[src/rtl/chain_rx_fifo.sv]
// chain_rx_fifo
// Receives the 13-bit data_to_post stream from the last block of the ADC
// daisy chain. Each valid sample is tagged with its position in the current
// conversion frame and buffered in a DEPTH-word FIFO. The SPI/FSM layer drains
// the FIFO one 16-bit word per cycle.
//
// Ports:
//   clk_3p2M        system clock, rising edge
//   rst             asynchronous active-high reset
//   data_from_chain {valid, sample[BITS_ADC-1:0]}
//   adc_ready       SAMP from the chain; its rising edge starts a frame
//   rd_en           read request, one word per cycle
//   clr_flags       single-cycle clear of the sticky flags
//   rd_data         registered read word {ch_tag[3:0], sample[11:0]}
//   rd_valid        high the cycle rd_data is updated
//   empty, full     FIFO status, derived from the registered level
//   level           words stored (0..DEPTH)
//   overflow        sticky: a word was dropped because the FIFO was full
//   frame_err       sticky: short frame or surplus sample seen
//
// The stored word is 4 tag bits plus BITS_ADC sample bits, so the 16-bit
// read word assumes BITS_ADC = 12.
module chain_rx_fifo #(
    parameter int BITS_ADC = 12,
    parameter int N_CH     = 16,
    parameter int DEPTH    = 16,
    parameter int AW       = 4
) (
    input  logic              clk_3p2M,
    input  logic              rst,
    input  logic [BITS_ADC:0] data_from_chain,
    input  logic              adc_ready,
    input  logic              rd_en,
    input  logic              clr_flags,
    output logic [15:0]       rd_data,
    output logic              rd_valid,
    output logic              empty,
    output logic              full,
    output logic [AW:0]       level,
    output logic              overflow,
    output logic              frame_err
);

    localparam logic [4:0]  CH_FULL   = 5'(N_CH);
    localparam logic [AW:0] LEVEL_MAX = (AW + 1)'(DEPTH);

    logic                valid;
    logic [BITS_ADC-1:0] sample;
    logic                adc_ready_d;
    logic                seen_frame;
    logic [4:0]          ch_idx;
    logic [4:0]          ch_idx_next;
    logic                fs;
    logic                surplus;
    logic                short_frame;
    logic                wr_req;
    logic                do_wr;
    logic                do_rd;
    logic [3:0]          wr_tag;
    logic [15:0]         wr_word;
    logic [AW:0]         level_next;
    logic [AW-1:0]       wr_ptr;
    logic [AW-1:0]       rd_ptr;
    logic [15:0]         mem [DEPTH];

    assign valid  = data_from_chain[BITS_ADC];
    assign sample = data_from_chain[BITS_ADC-1:0];
    assign empty  = (level == {(AW + 1){1'b0}});
    assign full   = (level == LEVEL_MAX);

    // Frame tracking, surplus/short-frame detection and FIFO handshake decode.
    always_comb begin
        fs          = adc_ready & ~adc_ready_d;
        // A sample that lands on the frame edge belongs to the new frame,
        // so it can never be a surplus of the old one.
        surplus     = valid & ~fs & (ch_idx == CH_FULL);
        short_frame = fs & seen_frame & (ch_idx != CH_FULL);
        wr_req      = valid & ~surplus;
        do_rd       = rd_en & ~empty;
        // When full, a same-cycle read frees the slot the write needs.
        do_wr       = wr_req & (~full | do_rd);
        wr_tag      = fs ? 4'd0 : ch_idx[3:0];
        wr_word     = {wr_tag, sample};

        if (fs) begin
            ch_idx_next = valid ? 5'd1 : 5'd0;
        end else if (wr_req && (ch_idx != CH_FULL)) begin
            ch_idx_next = ch_idx + 5'd1;
        end else begin
            ch_idx_next = ch_idx;
        end

        case ({do_wr, do_rd})
            2'b10:   level_next = level + (AW + 1)'(1);
            2'b01:   level_next = level - (AW + 1)'(1);
            default: level_next = level;
        endcase
    end

    // Frame edge detector and per-frame channel counter.
    always_ff @(posedge clk_3p2M or posedge rst) begin
        if (rst) begin
            adc_ready_d <= 1'b0;
            seen_frame  <= 1'b0;
            ch_idx      <= 5'd0;
        end else begin
            adc_ready_d <= adc_ready;
            ch_idx      <= ch_idx_next;
            if (fs) begin
                seen_frame <= 1'b1;
            end
        end
    end

    // FIFO storage; contents are meaningless until written, so no reset.
    always_ff @(posedge clk_3p2M) begin
        if (do_wr) begin
            mem[wr_ptr] <= wr_word;
        end
    end

    // Pointers, occupancy and the registered read port.
    always_ff @(posedge clk_3p2M or posedge rst) begin
        if (rst) begin
            wr_ptr   <= {AW{1'b0}};
            rd_ptr   <= {AW{1'b0}};
            level    <= {(AW + 1){1'b0}};
            rd_data  <= 16'h0000;
            rd_valid <= 1'b0;
        end else begin
            level    <= level_next;
            rd_valid <= do_rd;
            if (do_wr) begin
                wr_ptr <= wr_ptr + AW'(1);
            end
            if (do_rd) begin
                rd_data <= mem[rd_ptr];
                rd_ptr  <= rd_ptr + AW'(1);
            end
        end
    end

    // Sticky error flags; a set event in the clear cycle takes priority.
    always_ff @(posedge clk_3p2M or posedge rst) begin
        if (rst) begin
            overflow  <= 1'b0;
            frame_err <= 1'b0;
        end else begin
            overflow  <= (wr_req & full & ~do_rd) | (overflow & ~clr_flags);
            frame_err <= surplus | short_frame | (frame_err & ~clr_flags);
        end
    end

endmodule

[config.mk]
export PLATFORM = sky130hd
export DESIGN_NAME = chain_rx_fifo
export DESIGN_NICKNAME = d
export VERILOG_FILES = /design/src/rtl/chain_rx_fifo.sv
export SDC_FILE = /design/constraint.sdc
export NUM_CORES = 1
export LEC_CHECK = 0
export ABC_AREA = 1
export BUFFER_PORTS_ARGS = -buffer_cell sky130_fd_sc_hd__buf_4
export CORE_MARGIN = 2
export CORE_UTILIZATION = 35
export DETAILED_ROUTE_END_ITERATION = 8
export GPL_TIMING_DRIVEN = 1
export RECOVER_POWER = 100
export REMOVE_ABC_BUFFERS = 1
export SKIP_CTS_REPAIR_TIMING = 1
export SLEW_MARGIN = 10
export SYNTH_ARGS = -nofsm -noshare
export SYNTH_HDL_FRONTEND = slang
export SYNTH_SLANG_ARGS = --single-unit
[constraint.sdc]
create_clock -name clk_3p2M -period 2.7 [get_ports clk_3p2M]
set_input_delay 0.27 -clock clk_3p2M [delete_from_list [all_inputs] [get_ports clk_3p2M]]
set_output_delay 0.27 -clock clk_3p2M [all_outputs]
set_load 0.03 [all_outputs]
==> results.json <==
{
  "nNetsFinal": 993,
  "num_antenna_cells": 0,
  "first_pass_iters": 5,
  "cts_tree": "built",
  "final_common_cell": "edfxtp_1",
  "power_density_nw_per_um2": 1090,
  "path_clk_slew_ps": 60,
  "viasPerCell": 5.14,
  "drv.max_cap_violation_count": 0,
  "finalCriticalPeriod_ps": 2290,
  "grt_use_total_pct": 15.7,
  "drive_above_1_share_pct": 11.4,
  "vias": 7396,
  "dieArea_um2": 35300,
  "totalWireLength_mm": 27.8,
  "pin_count": 44,
  "grt_pass1_wl_mm": 43.3,
  "place_area_um2": 12900,
  "most-common-layout-cells": "edfxtp_1, nor2_1, o21ai_0",
  "routedWlPerCell_um": 19.3,
  "critPathMaxStageDelay_ps": 380,
  "synth_cells": 901,
  "path_max_fanout": 8,
  "worst_path_most_repeated_cell": "inv_1",
  "critPathCaptureType": "register",
  "die_h_um": 188,
  "power_leakage_nw": 4.65,
  "vdd_ir_drop_max_uv": 760,
  "hold_end": "frame_err",
  "ff2ff_setup_slack_ps": 410,
  "hp-class": "input pin to register",
  "slew_violations": 0,
  "period_share_pct": 84.7,
  "place_hpwl_mm": 16.4,
  "cp-start-kind": "register",
  "antenna_left": 0,
  "synth_area_per_cell_um2": 13.1,
  "status": "finished, violations left",
  "crit_type": "register to register",
  "worstPathRequired_ps": 2950,
  "grt_busiest_layer": "met2",
  "post-route-util_pct": 40.9,
  "clk_latency_ps": 560,
  "synthArstFlopShare_pct": 13.2,
  "initial_core_util_pct": 35.4,
  "worst_pin_slew_ps": 914,
  "antenna_found_initial": 0,
  "crit_arrival_ps": 2540,
  "cp_cell_sequence": "inv_1 -> ha_1 -> nand2_1 -> inv_1 -> nand3_1 -> nand3_1 -> inv_1 -> nand2_1 -> nor2_1 -> clkbuf_2",
  "timing.rr.start": "ch_idx[0]",
  "max-slew-margin-rel_pct": 39.1,
  "use_met1_pct": 22.5,
  "cpLargestDelayFamily": "simple AND/OR/NAND/NOR gates",
  "clock-skew-final_ps": 18.4,
  "min_from": "clr_flags",
  "ys_seq_area_share_pct": 73.2,
  "whs_path_depth": 4,
  "die_w_um": 188,
  "stdcell_count": 1438,
  "cp_slowest_cell": "dfrtp_1",
  "core-area_um2": 33400,
  "synth_edf_count": 256,
  "met2_usage_pct": 25.2,
  "violations": "hold timing",
  "drt-initial-drc-count": 553,
  "hold_slack_ps": -1.42,
  "cts-root-buf": "clkbuf_16",
  "grt_max_degree": 75,
  "grt-ovfl-total": 0,
  "route.detailed.drc": 0,
  "power_w": 0.0150,
  "cts_htree_levels": 1,
  "clk_path_buf_depth": 3,
  "ys.flop_type": "edfxtp_1",
  "hold_viol_final": 1,
  "critical_path_buf_inv_count": 4,
  "synth.distinct_cells": 32,
  "crit_cells": 10,
  "num-fill-cells": 3098,
  "r2r_cells": 10,
  "gp_congestion": 0.804,
  "synth_area_um2": 11800,
  "core.rowCount": 67,
  "cts_made_buffers": 30,
  "ys_ff_latch": 295,
  "io_buffers": 43,
  "max_freq_mhz": 437,
  "cts_sinks": 295,
  "rsz0062_at_grt": "false",
  "first_global_vias": 7382,
  "setup_viol": 0,
  "yosys_warnings": 0,
  "design_area_um2": 13700,
  "reg2reg_to": "mem[9][1]",
  "met3_usage_pct": 2.32,
  "area_growth_pct": 15.4,
  "dp_cells": 1380
}
worst max path at each step:
stage	startpoint	endpoint	slack (ps)
after floorplan	rd_ptr[0]	rd_data[0]	-1050
after global routing	level[0]	mem[15][15]	180
after global placement	rd_ptr[1]	rd_data[15]	670
after detailed placement	ch_idx[0]	mem[8][11]	650
final	ch_idx[0]	mem[9][1]	410
after CTS	ch_idx[0]	mem[8][14]	630
cell type report:
type	count	area [um^2]	share of cell area, %
clock buffers	41	862	6.31
clock inverters	15	195	1.43
well taps	448	561	4.10
inverters	36	138	1.01
repair buffers	89	544	3.98
multi-input cells	514	2700	19.8
flip-flops and latches	295	8670	63.4
cell usage after synthesis, types with 4 or more instances:
master,instances,area share [%]
nor2_1,170,5.4
o21ai_0,110,4.6
nand3_2,5,0.42
nand4_1,4,0.21
a31oi_1,16,0.85
inv_1,31,0.98
ha_1,9,0.95
nand2_2,6,0.32
o221ai_1,42,3.1
dfrtp_1,39,8.2
clkbuf_1,23,0.73
buf_4,9,0.57
xor2_1,8,0.59
o21ai_1,25,1.1
buf_2,14,0.59
nand3_1,19,0.80
o211ai_1,22,1.4
o22ai_1,23,1.2
buf_6,8,0.76
nand2_1,44,1.4
edfxtp_1,256,65
cell families (layout without fill, tap and decap cells):
logic type	after synthesis	in the layout	share of synthesized area (%)
flip-flops	295	295	73.2
AND/OR/NAND/NOR	255	255	8.95
AO/OA/AOI/OAI	242	242	12.5
buffers and inverters	92	181	3.90
adder cells (fa/ha/maj)	9	9	0.951
XOR/XNOR	8	8	0.592
sequential cells by signal, indices dropped and copies added, names as in the netlist:
name	flops
adc_ready_d	1
overflow	1
wr_ptr	4
ch_idx	5
rd_ptr	4
rd_valid	1
rd_data	16
frame_err	1
seen_frame	1
level	5
mem	256
worst reg2reg max path: stages (launching register included):
cell and delay, ps:
dfrtp_1 380, inv_1 70, ha_1 190, nand2_1 60, inv_1 50, nand3_1 110
nand3_1 130, inv_1 210, nand2_1 170, nor2_1 320, clkbuf_2 290
power by group:
part / internal, W / total (W) / leakage, nW / switching [W]
Combinational: 0.00137 / 0.00458 / 1.36 / 0.00321
Sequential: 0.00564 / 0.00604 / 2.78 / 0.000404
Clock: 0.00262 / 0.00434 / 0.520 / 0.00172
Total: 0.00963 / 0.0150 / 4.65 / 0.00533
metal layers:
layer,wire length (um),vias to the layer above
met5,0,-
met4,631,0
met2,13000,196
met1,12900,3682
li1,-,3470
met3,1260,48
stage by stage:
stage	setup TNS, ps	worst slack, ps	hold WS [ps]
6_report	0	412	-1.42
2_1_floorplan	-17510	-1050	301
4_1_cts	0	627	-251
5_1_grt	0	178	47.8
3_5_place_dp	0	646	335
3_3_place_gp	0	675	332
(Power assumes the default switching activity.)
